===== src/rtl/regfile_2r1w.sv =====
// regfile_2r1w: general-purpose register file, two registered read ports, one write port,
// plus a pending-write scoreboard for issue-stage hazard detection.
//
// Ports:
//   clk, rst                       clock, asynchronous active-high reset
//   wr_en, wr_addr, wr_data        write port (one write per cycle)
//   rd_enN, rd_addrN -> rd_dataN   read ports, one-cycle latency, same-cycle write forwarding
//   rsv_en, rsv_addr               mark a register as awaiting writeback
//   busy1, busy2                   combinational: read address pending and not written now
//   pend_cnt                       registered number of pending registers
module regfile_2r1w #(
  parameter int unsigned DATA_W   = 32,
  parameter int unsigned ADDR_W   = 5,
  parameter int unsigned ZERO_REG = 1
) (
  input  logic              clk,
  input  logic              rst,
  input  logic              wr_en,
  input  logic [ADDR_W-1:0] wr_addr,
  input  logic [DATA_W-1:0] wr_data,
  input  logic              rd_en1,
  input  logic [ADDR_W-1:0] rd_addr1,
  output logic [DATA_W-1:0] rd_data1,
  input  logic              rd_en2,
  input  logic [ADDR_W-1:0] rd_addr2,
  output logic [DATA_W-1:0] rd_data2,
  input  logic              rsv_en,
  input  logic [ADDR_W-1:0] rsv_addr,
  output logic              busy1,
  output logic              busy2,
  output logic [ADDR_W:0]   pend_cnt
);

  localparam int unsigned   Depth  = 2 ** ADDR_W;
  localparam logic [ADDR_W:0] CntOne = (ADDR_W + 1)'(1);

  logic [DATA_W-1:0] mem_q [Depth];
  logic [Depth-1:0]  pending_q, pending_d;
  logic [DATA_W-1:0] rd_data1_q, rd_data1_d;
  logic [DATA_W-1:0] rd_data2_q, rd_data2_d;
  logic [ADDR_W:0]   pend_cnt_q, pend_cnt_d;

  logic wr_do;
  logic rsv_do;
  logic clr_fall;
  logic set_rise;

  // Register 0 swallows writes and reservations when hardwired to zero.
  always_comb begin
    wr_do  = wr_en  && !((ZERO_REG != 0) && (wr_addr == '0));
    rsv_do = rsv_en && !((ZERO_REG != 0) && (rsv_addr == '0));
  end

  function automatic logic [DATA_W-1:0] read_val(input logic [ADDR_W-1:0] addr);
    if ((ZERO_REG != 0) && (addr == '0)) begin
      return '0;
    end else if (wr_en && (wr_addr == addr)) begin
      return wr_data;
    end else begin
      return mem_q[addr];
    end
  endfunction

  always_comb begin
    rd_data1_d = rd_en1 ? read_val(rd_addr1) : rd_data1_q;
    rd_data2_d = rd_en2 ? read_val(rd_addr2) : rd_data2_q;
  end

  // Scoreboard: clear on writeback first, then a reservation re-sets (set wins).
  always_comb begin
    pending_d = pending_q;
    if (wr_en) begin
      pending_d[wr_addr] = 1'b0;
    end
    if (rsv_do) begin
      pending_d[rsv_addr] = 1'b1;
    end
  end

  // Count follows real bit transitions: a falling bit only when the write clears a set bit that
  // is not immediately re-reserved, a rising bit only when a clear bit is reserved. The two
  // cannot both target the same index, so the net step is always -1, 0 or +1.
  always_comb begin
    clr_fall   = wr_en && pending_q[wr_addr] && !(rsv_do && (rsv_addr == wr_addr));
    set_rise   = rsv_do && !pending_q[rsv_addr];
    pend_cnt_d = pend_cnt_q;
    if (clr_fall && !set_rise) begin
      pend_cnt_d = pend_cnt_q - CntOne;
    end else if (set_rise && !clr_fall) begin
      pend_cnt_d = pend_cnt_q + CntOne;
    end
  end

  always_comb begin
    busy1 = pending_q[rd_addr1] && !(wr_en && (wr_addr == rd_addr1));
    busy2 = pending_q[rd_addr2] && !(wr_en && (wr_addr == rd_addr2));
  end

  always_ff @(posedge clk or posedge rst) begin
    if (rst) begin
      for (int i = 0; i < Depth; i++) begin
        mem_q[i] <= '0;
      end
    end else if (wr_do) begin
      mem_q[wr_addr] <= wr_data;
    end
  end

  always_ff @(posedge clk or posedge rst) begin
    if (rst) begin
      pending_q  <= '0;
      rd_data1_q <= '0;
      rd_data2_q <= '0;
      pend_cnt_q <= '0;
    end else begin
      pending_q  <= pending_d;
      rd_data1_q <= rd_data1_d;
      rd_data2_q <= rd_data2_d;
      pend_cnt_q <= pend_cnt_d;
    end
  end

  assign rd_data1 = rd_data1_q;
  assign rd_data2 = rd_data2_q;
  assign pend_cnt = pend_cnt_q;

endmodule


===== config.mk =====
export PLATFORM = sky130hd
export DESIGN_NAME = regfile_2r1w
export DESIGN_NICKNAME = d
export VERILOG_FILES = /design/src/rtl/regfile_2r1w.sv
export SDC_FILE = /design/constraint.sdc
export NUM_CORES = 2
export LEC_CHECK = 0
export BUFFER_PORTS_ARGS = -buffer_cell sky130_fd_sc_hd__buf_2
export CAP_MARGIN = 0
export CORE_ASPECT_RATIO = 0.7
export CORE_MARGIN = 2
export CORE_UTILIZATION = 57
export CTS_CLUSTER_SIZE = 40
export DETAILED_ROUTE_END_ITERATION = 6
export GPL_TIMING_DRIVEN = 0
export PLACE_DENSITY = 0.74
export SYNTH_ARGS = -nofsm -noshare
export SYNTH_HDL_FRONTEND = slang
export SYNTH_SLANG_ARGS = --single-unit

===== constraint.sdc =====
create_clock -name clk -period 37.5 [get_ports clk]
set_input_delay 3.75 -clock clk [delete_from_list [all_inputs] [get_ports clk]]
set_output_delay 3.75 -clock clk [all_outputs]
set_load 0.05 [all_outputs]

**Word level (Yosys, flattened, before mapping)**

Cells that the tools add are included.
W data, S select, Z words.

- Register bits: 1126
- Output and inout bits: 72
- Word-level logic and storage cells: 114

- $add $sub $neg: 2
- Magnitude comparators: 10
- Eq/ne operators: 3
- Multiplexer cells: 29
- Bitwise operators: 6
- Reduce and logical (&&, ||, !) cells: 28

Operators by type and width:

| cell | count |
|---|---|
| $bwmux W1024 | 1 |
| $mux W32 | 11 |
| $bmux W32 S5 | 2 |
| $demux W32 S5 | 1 |
| $and A32 B32 Y32 | 1 |
| $not A32 Y32 | 1 |
| $or A32 B32 Y32 | 1 |
| $lt A5 B6 Y1 const B | 4 |
| $bmux W1 S5 | 4 |
| $logic_not A5 Y1 | 4 |
| $ge A6 B6 Y1 const B | 3 |
| $not A5 Y6 | 3 |
| $eq A5 B5 Y1 | 3 |
| $logic_and A1 B1 Y1 | 15 |
| $mux W6 | 2 |
| $demux W1 S5 | 2 |
| $ge A5 B1 Y1 const B | 2 |
| $logic_not A1 Y1 | 8 |
| $add A6 B1 Y6 const B | 1 |
| $lt A6 B1 Y1 const B | 1 |
| $mux W1 | 6 |
| $sub A6 B1 Y6 const B | 1 |
| $reduce_bool A2 Y1 | 1 |

**Longest topological paths before layout**

- Depth in word-level cells: 10
- Gate-level depth with buffers: 15
- Depth with buffers taken out: 13

**Worst setup path before layout**

OpenSTA, ideal clock, no wires.

- Path kind: input to output
- From: in rd_addr2[1]
- To: out busy2
- Data arrival time: 6596 ps
- Required time: 33750 ps
- Setup slack: 27154 ps
- Cell stages on the path: 6
- Cell sequence: buf_2 > buf_1 > clkbuf_1 > mux4_2 > o22ai_1 > o41ai_1

- Cells in the longest elaborated chain, start to end: 4
- Elaborated cells on any way between the ends: 6

RTL lines:

| what | RTL line | RTL |
|---|---|---|
| start: declaration | 25 | `input logic [ADDR_W-1:0] rd_addr2,` |
| branches (longest 3 deep; another with $bmux W1 S5) | -- |  |
| $logic_and A1 B1 Y1 (*) | 96 | `busy2 = pending_q[rd_addr2] && !(wr_en && (wr_addr == rd_addr2));` |
| end: declaration | 30 | `output logic busy2,` |

Every way passes the cells marked *. The select of a mux whose other input is x is not followed.

**Worst setup path after layout**

- From: in rd_addr2[2]
- To: out busy2

The elaborated chain is that of the path after synthesis.

==> impl_metrics.env <==
export IMPL_setup_violations=0
export IMPL_worst_pin_slew_ns=1.56
export IMPL_ctsHtreeMaxLevel=3
export IMPL_antenna_found_initial=3
export IMPL_timing_final_crit_share_pct=29.7
export IMPL_start_util_pct=57.5
export IMPL_synthDistinctLibCells=51
export IMPL_antenna_left=0
export IMPL_gp_congestion=0.948
export IMPL_fp_dieH_um=275
export IMPL_yosys_warnings=0
export IMPL_slowest_delay_ns=0.94
export IMPL_routed_wl_um=200000
export IMPL_worst_path_max_fanout=10
export IMPL_required_ns=33.75
export IMPL_cts_hold_fix_buffers=0
export IMPL_io_pins=130
export IMPL_drv_cap=2
export IMPL_met2_usage_pct=52.3
export IMPL_nets=4143
export IMPL_max_clock_freq_ghz=0.0899
export IMPL_final_hold_violation_count=0
export IMPL_drc=0
export IMPL_dr_first_iter_drc_count=5090
export IMPL_slew_violations=17
export IMPL_yosys_top_cells_area="dfrtp_1 47%, mux4_2 23%, mux2_2 19%"
export IMPL_synth_nets=3903
export IMPL_die_area_um2=108000
export IMPL_drive_gt1_share_pct=48.9
export IMPL_slew_headroom_pct=-4.24
export IMPL_syn_area_um2=59900
export IMPL_vias=40300
export IMPL_die_w_um=391
export IMPL_viasPerCell=7.21
export IMPL_synth_avg_cell_area_um2=15.6
export IMPL_async_flop_share_pct=100
export IMPL_skew_ns=0.0421
export IMPL_outcome="finished with violations"
export IMPL_design_area_um2=66600
export IMPL_fin_util_pct=63.9
export IMPL_fillCellCount=7556
export IMPL_vdd_drop_max_mv=0.0427
export IMPL_cts_tree="built"
export IMPL_post_cts_buffers=0
export IMPL_hold_class="reg2reg"
export IMPL_p_leak_nw=28.6
export IMPL_grt_first_pass_wirelength_um=288000
export IMPL_fin_setup_tns_ns=0
export IMPL_ff2ff_setup_slack_ns=34.00
export IMPL_placed_area_um2=62600
export IMPL_grt_ovfl_total=0
export IMPL_crit_path_start_kind="primary input"
export IMPL_violations="capacitance limit, slew limit"
export IMPL_yosys_area_top_type_share_pct=47.0
export IMPL_critical_path_arrival_ns=7.37
export IMPL_dp_hpwl_um=140000
export IMPL_wl_per_cell_um=35.8
export IMPL_crit_type="in2out"
export IMPL_dr_pass1_iters=7
export IMPL_multi_input_area_um2=29800
export IMPL_root_buffer="clkbuf_16"
export IMPL_ff_latch_area_um2=28200
export IMPL_yosys_area_top_type="dfrtp_1"
export IMPL_critPathCaptureType="output port"
export IMPL_grt_use_total_pct=37.7
export IMPL_cts_buffers=110
export IMPL_synth_ff_type="dfrtp_1"
export IMPL_min_period_ns=11.12
export IMPL_io_buffers=118
export IMPL_grt_max_degree=132
export IMPL_clock_latency_ns=0.76
export IMPL_worst_path_buf_inv=5
export IMPL_synth_edf_count=0
export IMPL_crit_family="buffers and inverters"
export IMPL_grt_util_met1_pct=54.3
export IMPL_synth_seq_cells=1126
export IMPL_clockBufferDepth=3
export IMPL_crit_top_cell="buf_2"
export IMPL_cts_repair_resized=0
export IMPL_critPathSlowestCell="buf_1"
export IMPL_cts_sinks=1126
export IMPL_powerDensity_nw_per_um2=55.7
export IMPL_grt_util_met3_pct=13.6
export IMPL_grt_busiest_layer="met1"
export IMPL_yosysSeqAreaShare_pct=47.0
export IMPL_num_rows=99
export IMPL_clkTransAtPathRegs_ns=0.07
export IMPL_rsz0062_at_grt="no"
export IMPL_coreArea_um2=104000
export IMPL_path_cells="buf_2 -> buf_2 -> buf_2 -> buf_1 -> a21oi_1 -> or4b_1 -> o41ai_1 -> buf_2"
export IMPL_grt_pass1_vias=40200
export IMPL_area_delta_synth_final_pct=11.1
export IMPL_syn_inst=3839
## cell type report
| cell class | instances | area share [%] |
|---|---|---|
| well taps | 1414 | 2.66 |
| inverters | 11 | 0.0733 |
| flip-flops and latches | 1126 | 42.3 |
| diodes | 3 | 0.0113 |
| clock buffers | 154 | 4.84 |
| plain buffers | 437 | 2.86 |
| repair buffers | 128 | 1.30 |
| clock inverters | 53 | 1.18 |
| multi-input cells | 2265 | 44.8 |
## flip-flops by register name, summed over array words and instances, names as in the netlist
register,count
pending_q,32
pend_cnt,6
mem_q,1024
rd_data2,32
rd_data1,32
## routing by layer
metal / vias to the layer above / routed length [µm]
met2: 2653 / 83900
met4: 6 / 9660
li1: 15400 / -
met3: 508 / 26300
met1: 21700 / 79900
met5: - / 69
## report_power, final
group	switching, W	internal, W	total [W]
registers	0.000182	0.00145	0.00163
clock network	0.000521	0.000718	0.00124
logic	0.000376	0.000460	0.000836
total	0.00108	0.00263	0.00371
## metrics by stage
stage	std cells	total power (W)	hold slack [ns]	worst slack [ns]
after floorplan	3839	0.00223	0.441	2.04
after global placement	5371	0.00243	0.454	-10.44
after detailed placement	5381	0.00246	0.467	26.53
after CTS	5588	0.00369	0.482	26.52
after global routing	5588	0.00383	0.499	26.42
final	5591	0.00371	0.473	26.38
## cell families (layout without fill, tap and decap cells)
logic type               Yosys count  in the layout  synth area share (%)
other                              0              3                     0
XOR/XNOR                          20             20                 0.292
adder cells (fa/ha/maj)            6              6                 0.138
flip-flops                      1126           1126                  47.0
multiplexers                    1673           1673                  42.7
buffers and inverters            448            783                  3.25
AO/OA/AOI/OAI                    273            273                  3.69
AND/OR/NAND/NOR                  293            293                  2.89
## synth_stat cells (all sizes together) (3+ instances only)
cell	number
nor2	21
mux2	993
nor2b	195
a22o	15
a211oi	130
o21ai	39
a21oi	5
a2111o	64
nand3b	7
mux4	607
or2	3
nand2	27
ha	5
mux2i	73
nor3	7
clkbuf	279
or4	3
dfrtp	1126
inv	11
nand3	8
xor2	9
and3	3
o221ai	4
xnor2	11
buf	158
nor3b	7
## worst paths after layout
| check | startpoint | end | cells past startpoint |
|---|---|---|---|
| worst min register to register | pend_cnt[5] | pend_cnt[5] | 1 |
| worst min-delay path | pend_cnt[5] | pend_cnt[5] | 1 |
| worst max register to register | pending_q[11] | pend_cnt[5] | 11 |
| worst max-delay path | rd_addr2[2] | busy2 | 8 |
| min in group asynchronous | rst | pending_q[20] | 2 |
| max in group asynchronous | rst | mem_q[427] | 6 |
## cells in the final DEF (no fill, tap or decap), types with 3 or more instances in the layout
master	synthesis	routed
buf_1	47	46
buf_2	88	206
a211oi_1	130	130
a2111o_1	64	64
nor2b_1	195	195
clkbuf_8	0	28
bufinv_16	0	17
mux2i_1	73	73
mux4_2	607	607
buf_16	0	10
nor3b_1	7	7
clkinv_2	0	19
mux2_2	993	993
xnor2_1	11	11
nor2_1	21	21
o21ai_0	39	39
nand3b_1	7	7
xor2_1	9	9
diode_2	0	3
nand2_1	27	27
nand3_1	8	8
dfrtp_1	1126	1126
nor3_1	7	7
clkbuf_16	0	111
clkbuf_1	279	293
clkinvlp_4	0	9
o221ai_1	4	4
a21oi_1	5	5
and3_1	3	3
inv_6	0	5
ha_1	5	5
buf_6	18	18
buf_4	5	5
inv_1	11	10
or4_1	3	3
a22o_1	15	15
Note: power is estimated with default switching activity, not from simulation.
